===== src/rtl/baccarat_pkg.sv =====
// Shared types and constants for the baccarat game controller.
// Latency: n/a (declarations only).
// Backpressure: n/a.
// Contents: state_t FSM encoding, card code constants, score thresholds,
// card_value() helper mapping a card code to its baccarat point value.
package baccarat_pkg;

  typedef enum logic [3:0] {
    START   = 4'd0,
    DEAL_P1 = 4'd1,
    DEAL_D1 = 4'd2,
    DEAL_P2 = 4'd3,
    DEAL_D2 = 4'd4,
    CHECK   = 4'd5,
    DEAL_P3 = 4'd6,
    CHECK_D = 4'd7,
    DEAL_D3 = 4'd8,
    DONE    = 4'd9
  } state_t;

  // Card codes as presented by the datapath
  localparam logic [3:0] CARD_NONE = 4'd0;
  localparam logic [3:0] CARD_ACE  = 4'd1;
  localparam logic [3:0] CARD_TEN  = 4'd10;
  localparam logic [3:0] CARD_KING = 4'd13;

  // Score thresholds
  localparam logic [3:0] NATURAL_MIN     = 4'd8;
  localparam logic [3:0] PLAYER_DRAW_MAX = 4'd5;
  localparam logic [3:0] DEALER_DRAW_MAX = 4'd5;

  // Ten and face cards count zero. "No card" is code 0, which already
  // yields zero, so an absent third card naturally reads as value 0.
  function automatic logic [3:0] card_value(input logic [3:0] code);
    if (code >= CARD_TEN && code <= CARD_KING) begin
      return 4'd0;
    end
    return code;
  endfunction

endpackage


===== src/rtl/banker_draw.sv =====
// Banker third-card rule: decides whether the dealer draws given his score
// and the player's third card. Latency: purely combinational.
// Backpressure: none.
// Ports: dscore (dealer score 0..9), pcard3 (player third card code),
//        draw (1 = dealer takes a third card).
module banker_draw
  import baccarat_pkg::*;
(
  input  logic [3:0] dscore,
  input  logic [3:0] pcard3,
  output logic       draw
);

  logic [3:0] v;

  assign v = card_value(pcard3);

  always_comb begin
    draw = 1'b0;
    case (dscore)
      4'd0, 4'd1, 4'd2: draw = 1'b1;
      4'd3:             draw = (v != 4'd8);
      4'd4:             draw = (v >= 4'd2) && (v <= 4'd7);
      4'd5:             draw = (v >= 4'd4) && (v <= 4'd7);
      4'd6:             draw = (v >= 4'd6) && (v <= 4'd7);
      default:          draw = 1'b0;  // 7..9 stand; >9 is illegal, stand
    endcase
  end

endmodule


===== src/rtl/baccarat_fsm.sv =====
// Baccarat game controller: sequences card loads and applies drawing rules.
// Latency: DONE 6/7/8/9 slow_clock edges after reset release (stand/dealer/player/both draw).
// Backpressure: none; free-running once reset is released, halts in DONE.
// Ports: slow_clock, resetb (async active-low); pcard3/pscore/dscore from the
//        datapath; load_{p,d}card{1,2,3} one-hot load strobes; two win lights.
module baccarat_fsm
  import baccarat_pkg::*;
(
  input  logic       slow_clock,
  input  logic       resetb,
  input  logic [3:0] pcard3,
  input  logic [3:0] pscore,
  input  logic [3:0] dscore,
  output logic       load_pcard1,
  output logic       load_pcard2,
  output logic       load_pcard3,
  output logic       load_dcard1,
  output logic       load_dcard2,
  output logic       load_dcard3,
  output logic       player_win_light,
  output logic       dealer_win_light
);

  state_t state;
  state_t state_nxt;
  logic   dealer_draw;

  banker_draw u_banker_draw (
    .dscore (dscore),
    .pcard3 (pcard3),
    .draw   (dealer_draw)
  );

  always_ff @(posedge slow_clock or negedge resetb) begin
    if (!resetb) begin
      state <= START;
    end else begin
      state <= state_nxt;
    end
  end

  always_comb begin
    state_nxt = state;
    case (state)
      START:   state_nxt = DEAL_P1;
      DEAL_P1: state_nxt = DEAL_D1;
      DEAL_D1: state_nxt = DEAL_P2;
      DEAL_P2: state_nxt = DEAL_D2;
      DEAL_D2: state_nxt = CHECK;
      CHECK: begin
        // Scores above 9 are illegal and fall into the natural branch.
        if (pscore >= NATURAL_MIN || dscore >= NATURAL_MIN) begin
          state_nxt = DONE;
        end else if (pscore <= PLAYER_DRAW_MAX) begin
          state_nxt = DEAL_P3;
        end else if (dscore <= DEALER_DRAW_MAX) begin
          // Player stood on 6/7: dealer draws on the simple rule only.
          state_nxt = DEAL_D3;
        end else begin
          state_nxt = DONE;
        end
      end
      DEAL_P3: state_nxt = CHECK_D;
      CHECK_D: state_nxt = dealer_draw ? DEAL_D3 : DONE;
      DEAL_D3: state_nxt = DONE;
      DONE:    state_nxt = DONE;
      default: state_nxt = START;
    endcase
  end

  // Moore strobes: the datapath captures on the edge that leaves the state.
  assign load_pcard1 = (state == DEAL_P1);
  assign load_dcard1 = (state == DEAL_D1);
  assign load_pcard2 = (state == DEAL_P2);
  assign load_dcard2 = (state == DEAL_D2);
  assign load_pcard3 = (state == DEAL_P3);
  assign load_dcard3 = (state == DEAL_D3);

  // A tie lights both.
  assign player_win_light = (state == DONE) && (pscore >= dscore);
  assign dealer_win_light = (state == DONE) && (dscore >= pscore);

endmodule


===== config.mk =====
export PLATFORM = sky130hd
export DESIGN_NAME = baccarat_fsm
export DESIGN_NICKNAME = d
export VERILOG_FILES = /design/src/rtl/baccarat_pkg.sv /design/src/rtl/banker_draw.sv /design/src/rtl/baccarat_fsm.sv
export SDC_FILE = /design/constraint.sdc
export NUM_CORES = 1
export LEC_CHECK = 0
export ABC_AREA = 1
export CORE_AREA = 2 2 39 41
export DETAILED_ROUTE_END_ITERATION = 8
export DIE_AREA = 0 0 41 43
export PLACE_DENSITY_LB_ADDON = 0.25
export SYNTH_ARGS = -nofsm -noshare
export SYNTH_HDL_FRONTEND = slang
export SYNTH_SLANG_ARGS = --single-unit

===== constraint.sdc =====
create_clock -name slow_clock -period 1.25 [get_ports slow_clock]
set_input_delay 0.1875 -clock slow_clock [delete_from_list [all_inputs] [get_ports slow_clock]]
set_output_delay 0.1875 -clock slow_clock [all_outputs]
set_load 0.02 [all_outputs]

Word level (Yosys, flattened, before mapping)
Index checks and enable logic that the tools add are counted.
W data, S select, Z words.
- order comparisons: 12
- equality and inequality tests: 16
- mux-type cells: 9
- reductions and logical operators: 11
- operators with widths (cell ; number):
    $pmux W4 S9 ; 1
    $eq A4 B3 Y1 const B ; 7
    $eq A4 B2 Y1 const B ; 4
    $mux W4 ; 4
    $ge A4 B4 Y1 const B ; 3
    $le A4 B3 Y1 const B ; 3
    $eq A4 B1 Y1 const B ; 2
    $eq A4 B4 Y1 const B ; 2
    $ge A4 B3 Y1 const B ; 2
    $ge A4 B4 Y1 ; 2
    $logic_not A4 Y1 ; 2
    $logic_and A1 B1 Y1 ; 6
    $pmux W1 S5 ; 1
    $ge A4 B2 Y1 const B ; 1
    $le A4 B4 Y1 const B ; 1
    $ne A4 B4 Y1 const B ; 1
    $mux W1 ; 3
    $reduce_or A3 Y1 ; 1
    $reduce_or A2 Y1 ; 1
    $logic_or A1 B1 Y1 ; 1
- register bits: 4
- bits of input ports: 14
- output and inout port bits: 8
- word-level logic and storage cells: 49

Depth between registers and ports, before layout
Gate-level depths: netlist of run 1.
- word-level depth: 9
- depth in mapped cells: 8
- mapped depth without buffers: 8

Hierarchy
A second synthesis of run 1 with hierarchy kept.
- cells, all modules: 83
- area, all modules: 481.7 um^2
- by module, submodules not included (module ; times used ; cells an instance ; area an instance (um^2) ; sequential area each (um^2)):
    baccarat_fsm ; 1 ; 67 ; 411.6 ; 100.1
    banker_draw ; 1 ; 16 ; 70.1 ; 0.0

Worst setup path before layout of run 1
OpenSTA, ideal clock, no wires.
- path type: register to output
- from: register state[0]
- to: output load_dcard3
- arrival time: 1149 ps
- data required time: 1062 ps
- path slack: -86 ps
- cell stages (with the launch flop): 2
- path buffers: 0
- cell sequence: dfrtp_1 nor4_1
- word-level cells in the longest chain between the ends: 1
- ends and longest elaborated chain (item ; RTL line ; source):
    start, declared ; baccarat_fsm.sv:24 ; state_t state;
    start signal, assigned ; baccarat_fsm.sv:38 ; state <= state_nxt;
    $eq A4 B4 Y1 ; baccarat_fsm.sv:77 ; assign load_dcard3 = (state == DEAL_D3);
    end, declared ; baccarat_fsm.sv:19 ; output logic load_dcard3,
Every way passes these cells.

Worst setup path in the final report of run 1
- from: register state[3]
- to: output load_dcard2
- word-level cells in the longest chain between the ends: 1
- ends and longest elaborated chain (item ; RTL line ; source):
    $eq A4 B3 Y1 ; baccarat_fsm.sv:75 ; assign load_dcard2 = (state == DEAL_D2);
    end, declared ; baccarat_fsm.sv:18 ; output logic load_dcard2,
Every way passes these cells.

==> summary.md, run 1 <==
| Metric | Value |
|---|---|
| Status | `finished, violations left` |
| Failing checks | `setup timing` |
| Total GRT Usage | `0.2129` |
| Cell taking the most area after synthesis | `dfrtp_1` |
| Crit path buf inv count | `4` |
| # diodes | `0` |
| H-tree depth | `1` |
| Die area | `1763 µm²` |
| Period utilization | `1.178` |
| Core Area | `1384 µm²` |
| # rows | `14` |
| Clock share of power | `0.349` |
| Layout cells sized above 1 | `0.6457` |
| Slowest-stage cell, CP | `dfrtp_1` |
| IO Pins | `22` |
| Top flop regs | `state x4` |
| Synth unique cells | `19` |
| Post-Syn Instances | `75` |
| Part of the power in registers | `0.277` |
| Leakage | `0.5741 nW` |
| Min Tclk post-route | `1473 ps` |
| WS Path Type | `reg2out` |
| Worst ir drop on vdd | `0.3088 mV` |
| Port buffer count | `21` |
| Initial cell density of the core | `0.3318` |
| Vias per cell | `4.832` |
| HP Class | `in2async` |
| FF-to-FF setup slack | `-40 ps` |
| Max FFs per register | `4` |
| Root buffer cell | `clkbuf_4` |
| GPL Wtd Cong | `0.7609` |
| First-pass GRT wire length | `2553 µm` |
| Switch Pwr | `between 100 and 150 µW` |
| Fmax | `between 600 and 700 MHz` |
| Dpl cells | `around 130` |
| Power density over cell area | `420.9 nW/µm²` |
| Slew Viols, Final | `0` |
| Setup WS post-layout | `-222.8 ps` |
| Routed WL | `~1900 µm` |
| Biggest area contributors in the synthesized netlist | `dfrtp_1, nand2_1, inv_1, ha_1, nor2_1` |
| TritonCTS clock tree | `built` |
| Warnings from Yosys | `0` |
| FF+latch count, synth | `4` |
| Largest Register | `state` |
| Crit end category | `output pin` |
| Family with the most delay on the worst path | `buffers and inverters` |
| Routed via count | `slightly below 700` |
| Share of the synthesized area in the top cell type | `0.2180` |
| Hpwl dp | `1085 µm` |
| Grt ovf | `0` |
| Worst-margin pin slew | `508.9 ps` |
| Setup TNS Final | `-1436 ps` |
| Arrival @ worst endpoint | `~1300 ps` |
| Max_slew headroom | `0.6584` |
| Drt pass-1 iters | `4` |
| Die X | `between 40 and 50 µm` |
| # DRC | `0` |
| DIE HEIGHT | `43 µm` |
| Worst skew pair latency | `approximately 240 ps` |
| Type of origin of the critical path | `flip-flop` |
| CTS max path bufs | `2` |
| Reg2reg path depth | `8` |
| RR Endpoint | `state[2]` |
| Critical Path RT | `1060 ps` |
| Number of routed nets with antenna violations | `0` |
| Final #Nets | `147` |
| Seq/Total Area, Yosys | `0.2180` |
| Worst-path cell chain | `inv_2 > buf_6 > nand2_4 > inv_2 > nand2_2 > nor2_2 > buf_6` |
| CTS sink cnt | `4` |
| CTS buffer count | `3` |
| Max Cap Viol | `0` |
| Setup Viol. Count Final | `10` |
| Critical Path End | `load_dcard2` |
| Area growth, synth to finish | `143.1%` |
| CP Launch Point | `state[3]` |
| Largest fanout on the critical path | `3` |
| Final hold violation count | `0` |
| Initial antenna violation count | `0` |
| Post-Layout Cell Count | `143` |
| Gate power share | `0.374` |
| Clk slew on worst S/H paths | `roughly 40 ps` |
| Iteration-0 DRC Markers | `4` |
| Netlist Area Pre-Place | `between 400 and 500 µm²` |
| Worst Setup Slack post-DPL | `-953.6 ps` |
| Slowest stage delay, CP | `380 ps` |
| Critical Path Stages | `7` |
| R2r startpoint | `state[2]` |
| Vias in the first global route | `between 600 and 700` |
| Mapped Avg Cell Area | `6.123 µm²` |
| Clk_skew | `6.062 ps` |
| RSZ-0062 raised after global routing | `true` |
| Largest net degree at the start of global routing | `7` |
| Net Sw Frac | `0.2907` |
| Int Power | `333.2 µW` |
| Syn Nets | `93` |
| WL/cell | `13.22 µm` |
final cells by class:
cell class                      count  area (µm²)
Sequential cell                     4       101.3
Timing Repair Buffer               49       426.7
Clock buffer                        3       22.52
Fill cell                          91       267.8
Tap cell                           16       20.02
Inverter                           18       75.07
Multi-Input combinational cell     53       470.5
cell families after synthesis:
| family | after synthesis | share of synthesized area |
|---|---|---|
| flops | 4 | 0.2180 |
| fa+ha+maj | 4 | 0.1090 |
| buf+inv | 18 | 0.1472 |
| compound gates | 6 | 0.09262 |
| simple gates | 43 | 0.4333 |
cells in the mapped netlist:
master and n:
a211o_1 1, a21oi_1 1, dfrtp_1 4, ha_1 4
inv_1 16, inv_2 2, nand2_1 19, nand2_2 1
nand3_1 4, nand3b_1 1, nand4_1 2, nor2_1 10
nor2_2 1, nor3_1 3, nor3_4 1, nor4_1 1
o21ai_1 1, o21bai_1 2, o221ai_1 1
power by group through the flow:
stage	clock network (mW)	logic [mW]	registers [mW]
after detailed placement	0	0.159	0.132
after CTS	0.170	0.170	0.130
after global placement	0	0.156	0.132
after floorplan	0	0.0650	0.132
final	0.164	0.176	0.130
after global routing	0.187	0.193	0.130
worst min-delay path by stage:
stage,startpoint,endpoint,cells past startpoint
floorplan,resetb,state[0],0
global placement,resetb,state[1],1
detailed placement,resetb,state[1],1
CTS,resetb,state[1],1
global route,resetb,state[1],1
finish,resetb,state[1],1
timing repair:
| action | CTS | global route |
|---|---|---|
| hold buffers | 0 | 0 |
| setup endpoints to repair | 11 | 12 |
| resized for setup | 83 | 34 |
| buffers inserted | 3 | 4 |
| pin swaps | 14 | 13 |
layout by cell type (no fill, tap or decap):
master / n
nor2_4: 6
nand4_1: 2
nand3_2: 3
dfrtp_1: 3
ha_4: 3
clkdlybuf4s15_1: 2
nand2_2: 4
nand3b_1: 1
o21ai_1: 1
nand3_1: 1
a211o_1: 1
buf_4: 25
clkdlybuf4s50_1: 5
nor2_2: 2
nor4_4: 1
o21bai_1: 2
nor3_4: 2
nor3_2: 2
buf_6: 11
inv_8: 1
o221ai_2: 1
inv_1: 7
dfrtp_2: 1
nand2_1: 13
dlygate4sd2_1: 4
nor2_1: 3
nand2_4: 3
clkbuf_4: 3
a21oi_2: 1
ha_2: 1
buf_2: 2
inv_2: 10
per-stage QoR:
stage	area [µm²]	power [mW]	hold slack, ps	util
floorplan	462.9	0.1969	-108.1	-
global placement	850.8	0.2876	395.2	0.6148
detailed placement	850.8	0.2905	400.4	0.6148
CTS	973.4	0.4706	144.6	0.7034
global route	1116	0.5096	152.7	0.8065
finish	1116	0.4697	143.7	0.8065
routing by layer:
| metal | wire length, µm | GRT usage |
|---|---|---|
| met5 | 0 | 0 |
| met1 | 722 | 0.2124 |
| met2 | 1047 | 0.4000 |
| met3 | 69 | 0.04712 |
| met4 | 51 | 0.06000 |
Power figures use the tool's default switching activity.
==> run 2, diff against run 1 <==
SLEW_MARGIN = 20   (was not set)
==> results of run 2 <==
The final DEF is identical to that of run 1; final timing and power are the same.
==> run 3, diff against run 2 <==
RECOVER_POWER = 50   (was not set)
==> summary.md, run 3 (synthesis gave the netlist of run 1 again) <==
| Metric | Value |
|---|---|
| Max_slew headroom | `0.6584 (unchanged)` |
| Top flop regs | `state x4` |
| Vias in the first global route | `673 (unchanged)` |
| Largest Register | `state` |
| Power density over cell area | `420.3 nW/µm² (-0.13%)` |
| Register area | `101.3 µm² (unchanged)` |
| Routed via count | `691 (unchanged)` |
| GPL Wtd Cong | `0.7609 (unchanged)` |
| RR Endpoint | `state[2]` |
| WL/cell | `13.22 µm (unchanged)` |
| Largest fanout on the critical path | `3 (unchanged)` |
| Int Power | `332.5 µW (-0.19%)` |
| Min Tclk post-route | `1473 ps (unchanged)` |
| Root buffer cell | `clkbuf_4` |
| Final #Nets | `147 (unchanged)` |
| Die X | `41 µm (unchanged)` |
| Net Sw Frac | `0.2911 (+0.0003904)` |
| Grt ovf | `0 (unchanged)` |
| RSZ-0062 raised after global routing | `true` |
| Type of origin of the critical path | `flip-flop` |
| Worst ir drop on vdd | `0.3080 mV (-0.24%)` |
| Initial cell density of the core | `0.3318 (unchanged)` |
| DIE HEIGHT | `43 µm (unchanged)` |
| Core Area | `1384 µm² (unchanged)` |
| Leading cell type in the layout, fill and taps excluded | `buf_4` |
| R2r startpoint | `state[2]` |
| Period utilization | `1.178 (unchanged)` |
| Reg2reg path depth | `8 (unchanged)` |
| Area growth, synth to finish | `143.1% (unchanged)` |
| Drt pass-1 iters | `4 (unchanged)` |
| # diodes | `0 (unchanged)` |
| Worst skew pair latency | `240 ps (about the same)` |
| Die area | `1763 µm² (unchanged)` |
| Multi-input gate area | `470.5 µm² (unchanged)` |
| Fill cells | `91 (unchanged)` |
| Arrival @ worst endpoint | `1290 ps (about the same)` |
| Critical Path RT | `1060 ps (about the same)` |
| Initial antenna violation count | `0 (unchanged)` |
| HP Class | `in2async` |
| Clk_skew | `6.062 ps (unchanged)` |
| Switch Pwr | `136.5 µW (unchanged)` |
| WS Path Type | `reg2out` |
| Dpl cells | `133 (unchanged)` |
| Max Cap Viol | `0 (unchanged)` |
| Slew Viols, Final | `0 (unchanged)` |
| Clock share of power | `0.350 (about the same)` |
| Gate power share | `0.373 (about the same)` |
| Port buffer count | `21 (unchanged)` |
| CTS sink cnt | `4 (unchanged)` |
| Number of routed nets with antenna violations | `0 (unchanged)` |
| Final hold violation count | `0 (unchanged)` |
| Status | `finished, violations left` |
| First-pass GRT wire length | `2553 µm (unchanged)` |
| Layout cells sized above 1 | `0.6457 (unchanged)` |
| Hold Slack | `213.7 ps (+69.93 ps)` |
| Part of the power in registers | `0.278 (about the same)` |
| FF-to-FF setup slack | `-40 ps (about the same)` |
| Crit end category | `output pin` |
| Finished Core Util | `0.8065 (unchanged)` |
| Vias per cell | `4.832 (unchanged)` |
| # rows | `14 (unchanged)` |
| Clk slew on worst S/H paths | `40 ps (about the same)` |
| Iteration-0 DRC Markers | `4 (unchanged)` |
| TritonCTS clock tree | `built` |
| Total GRT Usage | `0.2129 (unchanged)` |
| Fmax | `679.0 MHz (unchanged)` |
| Routed WL | `1890 µm (unchanged)` |
| Hpwl dp | `1085 µm (unchanged)` |
| Leakage | `0.5744 nW (about the same)` |
| Failing checks | `setup timing` |
| Setup Viol. Count Final | `10 (unchanged)` |
| Max FFs per register | `4 (unchanged)` |
| Post-Layout Cell Count | `143 (unchanged)` |
| Setup WS post-layout | `-222.8 ps (unchanged)` |
| H-tree depth | `1 (unchanged)` |
| Worst-margin pin slew | `508.9 ps (unchanged)` |
| Largest net degree at the start of global routing | `7 (unchanged)` |
| CTS buffer count | `3 (unchanged)` |
| # DRC | `0 (unchanged)` |
| CTS max path bufs | `2 (unchanged)` |
| IO Pins | `22 (unchanged)` |
| Commonest cells after routing, fill and taps aside | `buf_4, nand2_1, buf_6` |
[run 3: changes by cell type in the layout (fill, tap and decap cells not counted), sizes merged]
| cell | previous run | this run |
|---|---|---|
| dlygate4sd3 | 0 | 1 |
| clkdlybuf4s50 | 5 | 4 |
[run 3: repair_timing]
action | in CTS | in global routing
hold buffers | 0 | 0
gates resized for setup | 83 | 34
pin swaps | 14 | 13
setup buffers | 3 | 4
endpoints found under the setup margin | 11 | 12
[run 3: cell type report]
class | count | share of cell area
multi-input cells | 53 | 0.4215
well taps | 16 | 0.01794
clock buffers | 3 | 0.02018
repair buffers | 49 | 0.3823
flip-flops and latches | 4 | 0.09081
inverters | 18 | 0.06726
[run 3: worst max-delay path, stage by stage, from the launching register on]
cell and delay [ps]:
dfrtp_1 380, inv_2 100, buf_6 130, nand2_4 60, inv_2 60, nand2_2 70, nor2_2 120, buf_6 120
[run 3: stage by stage]
stage	setup TNS [ps]	power [mW]	instance area, µm²	setup WS [ps]
6_report	-1436	0.4691	1116	-222.8
5_1_grt	-1989	0.5090	1116	-293.8
4_1_cts	-1184	0.4706	973.4	-172.5
3_5_place_dp	-4630	0.2905	850.8	-953.6
3_3_place_gp	-4514	0.2876	850.8	-917.2
2_1_floorplan	-86.42	0.1969	462.9	-86.42
[run 3: power by group through the flow]
stage	Combinational (mW)	Clock (mW)	Sequential, mW
floorplan	0.0650	0	0.132
CTS	0.170	0.170	0.130
global placement	0.156	0	0.132
detailed placement	0.159	0	0.132
finish	0.175	0.164	0.130
global route	0.192	0.187	0.130
[run 3: how the worst max path moves through the flow]
stage	startpoint	to	slack, ps	depth (start not counted)
floorplan	state[0]	load_dcard3	-90	1
global placement	pscore[1]	player_win_light	-920	9
detailed placement	pscore[1]	player_win_light	-950	9
CTS	state[2]	load_pcard2	-170	5
global route	state[3]	load_dcard2	-290	7
finish	state[3]	load_dcard2	-220	7
[run 3: layer usage]
layer	track usage	vias up	wire, µm
met5	0	-	0
met4	0.06000	0	51
met3	0.04712	7	69
met2	0.4000	21	1047
met1	0.2124	320	721
li1	-	343	-
